===== src/rtl/fetch_ctrl.sv =====
`timescale 1ns/1ps
// fetch_ctrl: instruction fetch sequencer.
// Walks a program counter through an instruction cache. Each fetch takes one
// capture cycle (FETCH), then presents the cached word to decode (VALID) until
// decode accepts it. Branches and flushes redirect the PC. A halt opcode parks
// the sequencer in HALT until the next start.
//
// Parameters
//   RESET_PC   PC loaded on reset and on start
//   HLT_OP     opcode in ir[15:11] that halts fetch
// Ports
//   clk        clock, rising edge
//   rst_n      asynchronous active-low reset
//   start      begin fetching from RESET_PC (IDLE or HALT only)
//   pc_addr    fetch address to the instruction cache
//   ic_en      instruction cache capture enable (one cycle per fetch)
//   ir         registered instruction word from the cache
//   ir_valid   ir holds the instruction at pc_addr for decode
//   ir_ready   decode acceptance
//   br_taken   branch taken, only meaningful on acceptance
//   br_target  redirect address for br_taken and flush
//   flush      redirect to br_target from FETCH or VALID
//   halted     HALT state active
//   fetch_cnt  accepted instruction count, saturating
module fetch_ctrl #(
    parameter logic [15:0] RESET_PC = 16'h0000,
    parameter logic [4:0]  HLT_OP   = 5'b11111
) (
    input  logic        clk,
    input  logic        rst_n,
    input  logic        start,
    output logic [15:0] pc_addr,
    output logic        ic_en,
    input  logic [15:0] ir,
    output logic        ir_valid,
    input  logic        ir_ready,
    input  logic        br_taken,
    input  logic [15:0] br_target,
    input  logic        flush,
    output logic        halted,
    output logic [15:0] fetch_cnt
);

    typedef enum logic [1:0] {IDLE, FETCH, VALID, HALT} state_t;

    state_t state;
    logic   is_halt_op;

    always_comb begin
        is_halt_op = (ir[15:11] == HLT_OP);
    end

    always_ff @(posedge clk or negedge rst_n) begin
        if (!rst_n) begin
            state     <= IDLE;
            pc_addr   <= RESET_PC;
            ic_en     <= 1'b0;
            ir_valid  <= 1'b0;
            halted    <= 1'b0;
            fetch_cnt <= '0;
        end else begin
            case (state)
                IDLE, HALT: begin
                    // flush is ignored here; only start leaves these states
                    if (start) begin
                        state     <= FETCH;
                        pc_addr   <= RESET_PC;
                        ic_en     <= 1'b1;
                        halted    <= 1'b0;
                        fetch_cnt <= '0;
                    end
                end
                FETCH: begin
                    if (flush) begin
                        // re-issue the capture at the new address
                        pc_addr <= br_target;
                        ic_en   <= 1'b1;
                    end else begin
                        ic_en    <= 1'b0;
                        ir_valid <= 1'b1;
                        state    <= VALID;
                    end
                end
                VALID: begin
                    if (flush) begin
                        // flush wins over a simultaneous acceptance, which is not counted
                        pc_addr  <= br_target;
                        ir_valid <= 1'b0;
                        ic_en    <= 1'b1;
                        state    <= FETCH;
                    end else if (ir_ready) begin
                        ir_valid <= 1'b0;
                        if (fetch_cnt != '1) begin
                            fetch_cnt <= fetch_cnt + 16'd1;
                        end
                        if (is_halt_op) begin
                            halted <= 1'b1;
                            state  <= HALT;
                        end else begin
                            pc_addr <= br_taken ? br_target : pc_addr + 16'd1;
                            ic_en   <= 1'b1;
                            state   <= FETCH;
                        end
                    end
                end
                default: state <= IDLE;
            endcase
        end
    end

endmodule

===== config.mk =====
export PLATFORM = sky130hd
export DESIGN_NAME = fetch_ctrl
export DESIGN_NICKNAME = d
export VERILOG_FILES = /design/src/rtl/fetch_ctrl.sv
export SDC_FILE = /design/constraint.sdc
export NUM_CORES = 1
export LEC_CHECK = 0
export CORE_ASPECT_RATIO = 0.6
export CORE_UTILIZATION = 39
export CTS_CLUSTER_DIAMETER = 120
export DETAILED_ROUTE_END_ITERATION = 7
export GPL_ROUTABILITY_DRIVEN = 0
export PLACE_DENSITY = 0.68
export REMOVE_ABC_BUFFERS = 1
export SYNTH_ARGS = -nofsm -noshare
export SYNTH_HDL_FRONTEND = slang
export SYNTH_SLANG_ARGS = --single-unit

===== constraint.sdc =====
create_clock -name clk -period 2.4 [get_ports clk]
set_clock_uncertainty 0.05 [all_clocks]
set_input_delay 0.48 -clock clk [delete_from_list [all_inputs] [get_ports clk]]
set_output_delay 0.48 -clock clk [all_outputs]
set_load 0.005 [all_outputs]

==> results.md, run 1 <==
Status:
- The run finished with clean final reports.

Detailed routing:
- The per-cell via count in the routed design is 5.71.
- Wires add up to a little over 7000 um.
- The number of DRC violations after detailed-routing iteration 0 is about 170.
- The post-route DRC violation count is 0.
- The detail route stage leaves a number of antenna-violating nets equal to 0.
- The final route contains 2461 vias.
- The post-detailed-route wirelength per cell is 16.4 um.
- The number of detailed-routing iterations run before antenna repair is 4.

Clocking:
- The H-tree was split into 2 levels.
- The cell at the root of the clock tree is clkbuf_8.
- In this run the deepest clock path goes through 2 buffers.
- The count of hold-fix buffers inserted at cts is 0.
- The clock reaches the later pin of the worst-skew pair after 0.29 ns.
- The total CTS buffers is 5.
- After clock tree synthesis, the clock-pin slew on the worst setup and hold paths is approximately 0.08 ns.
- TritonCTS built the clock tree.
- Post-CTS timing repair inserted 0 buffers for setup.
- The count of instances resized after the clock tree is built is 0.
- The number of clock sinks is 37.

STA:
- The sum of negative setup slack is 0 ns.
- Setup slack on the critical path of the routed design comes to 0.133 ns.
- The worst pin sits at a relative slew slack of 43.5%.
- The worst path uses 94.5% of the clock period.
- Setup repair after global routing left no endpoint under its margin.
- At the pin with the least slew margin, the transition time is 0.847 ns.
- The clock period could shrink to 2.27 ns.
- The final number of setup-violating endpoints is 0.
- The number of failing hold endpoints at the final stage came to 0.
- The timing-limited maximum frequency is between 400 and 500 MHz.
- The max-slew violation count is 0.

Cells and area:
- The multi-input logic area is between 1000 and 1500 um2.
- The fraction of layout cells with a size suffix above 1 is 11.7%.
- The area occupied by registers is between 900 and 1000 um2.
- The number of nets at the end of the flow is 393.
- The growth of design area from synthesis to finish is 35.7%.
- The final cell count without fillers is 431.
- The fill cell instance count of the final layout is 534.
- The diode insertion count for antenna repair is 0.

Synth:
- The sequential share of the synthesized area is 37.7%.
- The largest family of logic cells by synthesized area is simple AND/OR/NAND/NOR gates.
- Of the post-synthesis cell area, the part taken by muxes is 1.63%.
- Counting distinct cell types in the post-synthesis netlist gives 61.
- The synthesized netlist devotes a little over a fifth of its cell area to compound gates.
- The main flop type after synthesis is dfrtp_1.
- The mapped netlist covers ~2500 um2.
- The simple-gate share of the synthesized area is 28.5%.
- During synthesis, Yosys emitted a total of 0 warnings.
- Of the total synthesized cell area, the portion taken by full adders, half adders and majority gates is around 2.5%.
- Of all flip-flops after synthesis, the portion carrying an async set or reset was between 90% and 100%.
- The synthesized design contains 0 enable-type register cells.
- The post-synthesis area per instance is 8.93 um2.
- The post-synthesis sequential element count is 37.
- The instance count of the mapped netlist is roughly 280.
- The xor/xnor share of the synthesized area is 4.28%.

Place:
- The worst slack after detailed placement is -0.0783 ns.
- The number of placed instances, taps included is 423.
- In this run the tool buffered the top-level ports with 61 buffer cells.
- The half-perimeter wire length of the detailed placement result is 5380 um.

Pwr:
- Of the total power, registers draw between 30% and 40%.
- Total power for the finished layout comes to 3140 uW.
- In this run the power spent charging and discharging nets is 1270 uW.
- Power spread over the standard cell area amounts to 944 nW/um2.
- Of the total power, combinational logic draws 49.3%.
- The clock power share is about 18%.
- The internal cell power is between 1500 and 2000 uW.
- The total leakage power is 0.00135 uW.
- Net switching is 40.4% of the power.
- VDD sags by at most 0.000444 V.

Global route:
- The initial antenna violation count is 0.
- Entering global routing, the biggest net connects 38 pins.
- The first global-routing pass estimated 12100 um of wire.
- Across every metal layer, demand over resource in global routing totals 23.2%.
- The total overflow left after global routing is 0.
- The via count of the first global-routing pass is 2376.

Setup path:
- In this run the worst path has a maximum fanout of 10.
- By startpoint and endpoint, the worst setup path is classified as flop to flop.
- The logic depth of the worst register-to-register path is 8.
- The worst setup path is launched from a flop.
- Data on the critical path arrives at its endpoint at between 2 and 2.5 ns.
- Data on the critical path is required at its endpoint by 2.52 ns.
- The endpoint kind of the worst setup timing path is a flop.

Floorplan:
- The die covers ~6600 um2.
- The die boundary height is around 63 um.
- The floorplan step defined a core boundary enclosing roughly 5800 um2.
- The number of placement rows is 21.
- From left edge to right edge, the die measures around 100 um.
- During I/O placement, the number of pins put on the boundary was 73.
- The starting density of the core is 42.3%.

Job:
- The number of maximum-capacitance constraint violations is 0.

Min path:
- The classification of the worst-slack hold path is input port to asynchronous set/reset pin.
cell usage after synthesis (4+ instances only):
| library cell | count | share of area, % |
|---|---|---|
| a21oi_1 | 14 | 2.9 |
| a22o_1 | 6 | 2.1 |
| dfrtp_1 | 37 | 38 |
| ha_1 | 5 | 2.5 |
| inv_1 | 10 | 1.5 |
| mux2i_1 | 4 | 1.6 |
| nand2_1 | 37 | 5.7 |
| nand2b_1 | 4 | 1.0 |
| nand3_1 | 14 | 2.9 |
| nand4_1 | 14 | 3.6 |
| nor2_1 | 25 | 3.8 |
| o21ai_0 | 14 | 2.9 |
| o31ai_1 | 5 | 1.5 |
| or2_2 | 5 | 1.3 |
| or3_1 | 4 | 1.0 |
| xor2_1 | 9 | 3.2 |
layout by cell type, fill, tap and decap left out, types with 9 or more instances in the layout:
cell type and instances:
nand3_1 14, buf_4 14, xor2_1 9, nand4_1 14, nand2_1 37, clkdlybuf4s50_1 60
o21ai_0 14, inv_1 10, dfrtp_1 37, a21oi_1 14, nor2_1 25
state kept, by name, indices dropped and copies added, names as in the netlist:
name,flops
ic_en,1
pc_addr,16
state,2
ir_valid,1
halted,1
fetch_cnt,16
layout make-up:
| type | instances | share of cell area, % |
|---|---|---|
| Tap cell | 80 | 3.00 |
| Timing Repair Buffer | 75 | 21.3 |
| Clock inverter | 1 | 0.901 |
| Clock buffer | 7 | 2.59 |
| Inverter | 10 | 1.13 |
| Multi-Input combinational cell | 221 | 43.3 |
| Sequential cell | 37 | 27.8 |
worst max-delay path: stages, from the launching register on:
cell and delay (ns):
dfrtp_1 0.41, inv_1 0.07, ha_1 0.33, buf_4 0.24
nor2b_1 0.32, nor3_2 0.10, o211a_1 0.14, o21a_1 0.16
a311o_1 0.32
cells by family (layout without fill, tap and decap cells):
kind of cell               Yosys count  after routing
and+or+nand+nor                    128            128
AOI/OAI and AO/OA                   72             72
DFF                                 37             37
buffers and inverters               17             93
xor gates and xnor gates            12             12
adders and majority gates            5              5
muxes                                4              4
routing by layer:
| layer | part of all wire (%) | vias up | global-route usage, % | wire (um) |
|---|---|---|---|---|
| met5 | 0 | - | 0 | 0 |
| met4 | 0.60 | 0 | 4.29 | 42 |
| met3 | 7.6 | 4 | 6.21 | 539 |
| met2 | 39 | 84 | 31.9 | 2770 |
| met1 | 52 | 1196 | 35.9 | 3700 |
| li1 | - | 1177 | - | - |
power groups by stage:
| stage | Combinational, uW | Clock, uW | Sequential [uW] |
|---|---|---|---|
| floorplan | 799 | 0 | 996 |
| global placement | 1510 | 0 | 1030 |
| detailed placement | 1540 | 0 | 1040 |
| CTS | 1550 | 575 | 1020 |
| global route | 1700 | 597 | 1060 |
| finish | 1550 | 563 | 1030 |
path summary, 6_finish.rpt:
check	start	end	slack, ns
max in group asynchronous	rst_n	halted	1.52
min in group clk	state[1]	state[1]	0.47
worst max register to register	state[0]	pc_addr[12]	0.13
worst max-delay path	state[0]	pc_addr[12]	0.13
worst min-delay path	rst_n	pc_addr[3]	0.24
worst min register to register	state[1]	state[1]	0.47
metrics by stage:
step	cell area (um2)	util [%]	hold slack, ns
floorplan	2400	-	0.134
global placement	3220	55.4	0.447
detailed placement	3220	55.4	0.451
CTS	3330	57.4	0.270
global route	3330	57.4	0.336
finish	3330	57.4	0.244
(Power assumes the default switching activity.)
==> inputs of run 2 (changes only) <==
--- a/config.mk
+++ b/config.mk
@@ -5,12 +5,14 @@
 export SDC_FILE = /design/constraint.sdc
 export NUM_CORES = 1
 export LEC_CHECK = 0
+export CELL_PAD_IN_SITES_DETAIL_PLACEMENT = 0
+export CELL_PAD_IN_SITES_GLOBAL_PLACEMENT = 1
 export CORE_ASPECT_RATIO = 0.6
-export CORE_UTILIZATION = 39
+export CORE_UTILIZATION = 32
 export CTS_CLUSTER_DIAMETER = 120
 export DETAILED_ROUTE_END_ITERATION = 7
 export GPL_ROUTABILITY_DRIVEN = 0
-export PLACE_DENSITY = 0.68
+export PLACE_DENSITY_LB_ADDON = 0.1
 export REMOVE_ABC_BUFFERS = 1
 export SYNTH_ARGS = -nofsm -noshare
 export SYNTH_HDL_FRONTEND = slang
==> constraint.sdc (replaced) <==
create_clock -name clk -period 1.9 [get_ports clk]
set_clock_uncertainty 0.05 [all_clocks]
set_input_delay 0.38 -clock clk [delete_from_list [all_inputs] [get_ports clk]]
set_output_delay 0.38 -clock clk [all_outputs]
set_load 0.005 [all_outputs]
==> run 2 against run 1 <==
  * The run now ends with negative setup slack left
  * Final cell count grew 19%
  * Sequential share of layout area shrank 5.3 points
  * Die area grew 21%
  * Sequential power grew 21%
  * Hold slack lost 0.14 ns
  * Clock power grew 42%
  * Critical path depth shrank 1
  * Wire length grew 18%
==> results.md, run 2 (synthesis gave the netlist of run 1 again) <==
Status:
- The run finished, with violations left.
- The checks that failed: negative setup slack.

Setup path:
- STA classifies the critical path endpoint as a flop.
- The kind of start point of the critical path is a flop.
- The required time reported for the critical path endpoint is 2.06 ns (-0.46 ns).
- The critical path class is flop to flop.
- The stage delay of the slowest cell on the critical path is 0.51 ns (+0.10 ns).
- The slowest cell on the critical path is or4b_4.
- The arrival time at the worst endpoint was 2.25 ns (-0.13 ns).
- Walking the worst path, the cells encountered are inv_2, ha_4, or4b_4, nor3_4, nand2_1, or3_1, o211ai_1.
- The largest fanout on the critical path is 2 (-8).

Cells and area:
- The diode insertion count for antenna repair is 0 (unchanged).
- The fraction of layout cells with a size suffix above 1 is 33.6% (+22 points).
- The area occupied by registers came to 927 um2 (+0.14%).
- In the layout the commonest cells are clkdlybuf4s50_1 (58), buf_4 (58), dfrtp_1 (36), nand2_1 (34), nor2_1 (23).
- The multi-input logic area is 1680 um2 (+17%).
- From synthesis to final layout, the design area changed by 67.8%.
- The post-layout utilization of the core is 56.2% (-1.2 points).
- The number of nets at the end of the flow is 452 (+15%).
- The post-route cell area is 4120 um2 (+24%).
- In the final layout, the registers with the most flip-flops are fetch_cnt: 16 flops, pc_addr: 16 flops, state: 2 flops.
- The fill cell instance count of the final layout is 695 (+30%).

STA:
- The sum of negative setup slack was -1.30 ns (-1.30 ns).
- The number of failing hold endpoints at the final stage is 0 (unchanged).
- The relative max-transition margin is 66.2% (+23 points).
- The final number of setup-violating endpoints is 24 (+24).
- Setup repair after global routing could not meet its margin everywhere.
- The final critical-path required period came to 2.09 ns (-0.174 ns).
- The timing-limited maximum frequency is 478 MHz (+8.3%).
- The slew at the pin closest to its max-slew limit came to 0.507 ns (-0.340 ns).
- The final worst slack is -0.193 ns (-0.326 ns).
- The worst hold margin is 0.103 ns (-0.141 ns).
- The max-slew violation count is 0 (unchanged).
- The fraction of the cycle the final worst path needs is 110% (+16 points).

Min path:
- In this run the worst hold path is classified as input port to asynchronous set/reset pin.

Pwr:
- The total leakage power is 0.00173 uW (+28%).
- The power per cell area came to 1250 nW/um2 (+33%).
- The maximum ir drop on the vdd rail is 0.000577 V (+30%).

Global route:
- The total overflow reported by the global router was 0 (unchanged).
- The largest net degree at the start of global routing is 38 (unchanged).
- The overall track demand over capacity in global routing is 22.2% (-1.0 points).
- The initial antenna violation count came to 0 (unchanged).
- The via count of the first global-routing pass is 2531 (+6.5%).
- The global-route wire length before repair was 13500 um (+11%).

Detailed routing:
- The number of DRC violations after detailed-routing iteration 0 came to 124 (-26%).
- The per-cell via count in the routed design is 5.12 (-10%).
- The number of detailed-routing iterations run before antenna repair is 4 (unchanged).
- The post-detailed-route wirelength per cell is 16.2 um (-0.74%).
- The post-route DRC violation count is 0 (unchanged).
- The post-detailed-route count of antenna-violating nets is 0 (unchanged).
- The met3 wirelength from detailed routing is 388 um (-28%).
- The routed length on met1 is 4650 um (+26%).
- Signal routing reaches up to met4.
- The overall via count from detail_route is 2621 (+6.5%).
- The amount of wire on met2 after detailed routing is 3200 um (+15%).
- The total wirelength of the detailed-routed design is 8320 um (+18%).

Floorplan:
- The horizontal extent of the die is 115 um (+10%).
- The die boundary height is 69.8 um (+10%).
- The count of boundary I/O pins is 73 (unchanged).
- The starting density of the core was 33.5% (-8.8 points).
- The core box area is 7330 um2 (+26%).
- The area of the die is 8040 um2 (+21%).
- The number of placement rows is 24 (+14%).

Place:
- The cell area reported after detailed placement is 3590 um2 (+12%).
- The number of port buffers is 61 (unchanged).
- The half-perimeter wire length of the detailed placement result is 6040 um (+12%).

Clocking:
- The number of H-tree branching levels is 2 (unchanged).
- The cell at the root of the clock tree is clkbuf_16.
- The worst-skew pair later-pin latency came to 0.29 ns (about the same).
- The number of clock sinks came to 37 (unchanged).
- The count of hold-fix buffers inserted at cts is 0 (unchanged).
- The number of buffers between clock root and the deepest sink is 2 (unchanged).
- The total CTS buffers is 5 (unchanged).
- TritonCTS built the clock tree.
- The clock-pin slew reported for the worst setup and hold paths after clock tree synthesis is 0.06 ns (-0.02 ns).

Job:
- The number of maximum-capacitance constraint violations was 0 (unchanged).
run 2: changes by cell type in the layout (fill, tap and decap cells not counted), sizes merged:
cell	before	now
bufinv	1	0
clkinv	0	1
dlygate4sd2	0	2
buf	15	74
clkdlybuf4s50	60	58
clkbuf	7	5
run 2: final cells by class:
type,instances,share of cell area (%)
inverter,10,0.972
timing repair buffer,134,29.4
tap,104,3.16
sequential,37,22.5
multi-input combinational,221,40.8
clock inverter,1,0.122
clock buffer,5,3.04
run 2: path summary, 6_finish.rpt:
path | start | cells past startpoint | slack, ns | to
setup / recovery | state[0] | 7 | -0.19 | pc_addr[14]
hold / removal | rst_n | 2 | 0.10 | pc_addr[6]
setup reg to reg | state[0] | 7 | -0.19 | pc_addr[14]
hold reg to reg | fetch_cnt[4] | 1 | 0.50 | fetch_cnt[4]
max in group asynchronous | rst_n | 2 | 1.32 | pc_addr[2]
min in group clk | fetch_cnt[4] | 1 | 0.50 | fetch_cnt[4]
run 2: critical path: cells and delay by family (launching register included):
kind                       cells  cell delay, ns
AOI/OAI and AO/OA              1            0.08
and+or+nand+nor                4            1.21
DFF                            1            0.39
buffers and inverters          1            0.08
adders and majority gates      1            0.21
run 2: per-stage QoR:
stage	total power, uW	cells	worst slack [ns]
6_report	5160	512	-0.193
3_5_place_dp	3650	493	-0.488
2_1_floorplan	2270	268	-0.276
5_1_grt	5470	512	-0.260
3_3_place_gp	3640	493	-0.463
4_1_cts	4770	505	-0.133
run 2: power by group:
part | switching [uW] | total, uW | internal, uW
sequential | 251 | 1250 | 995
clock | 333 | 802 | 469
combinational | 1430 | 3110 | 1680
total | 2010 | 5160 | 3150
run 2: repair_timing:
action,CTS,global route
setup endpoints to repair,31,32
setup buffers,8,9
gates resized for setup,30,47
pin swaps,12,27
run 2: layer usage:
| metal | track usage, % | vias up |
|---|---|---|
| met2 | 27.4 | 60 |
| met5 | 0 | - |
| met4 | 6.35 | 0 |
| met3 | 4.63 | 8 |
| met1 | 36.8 | 1264 |
| li1 | - | 1289 |
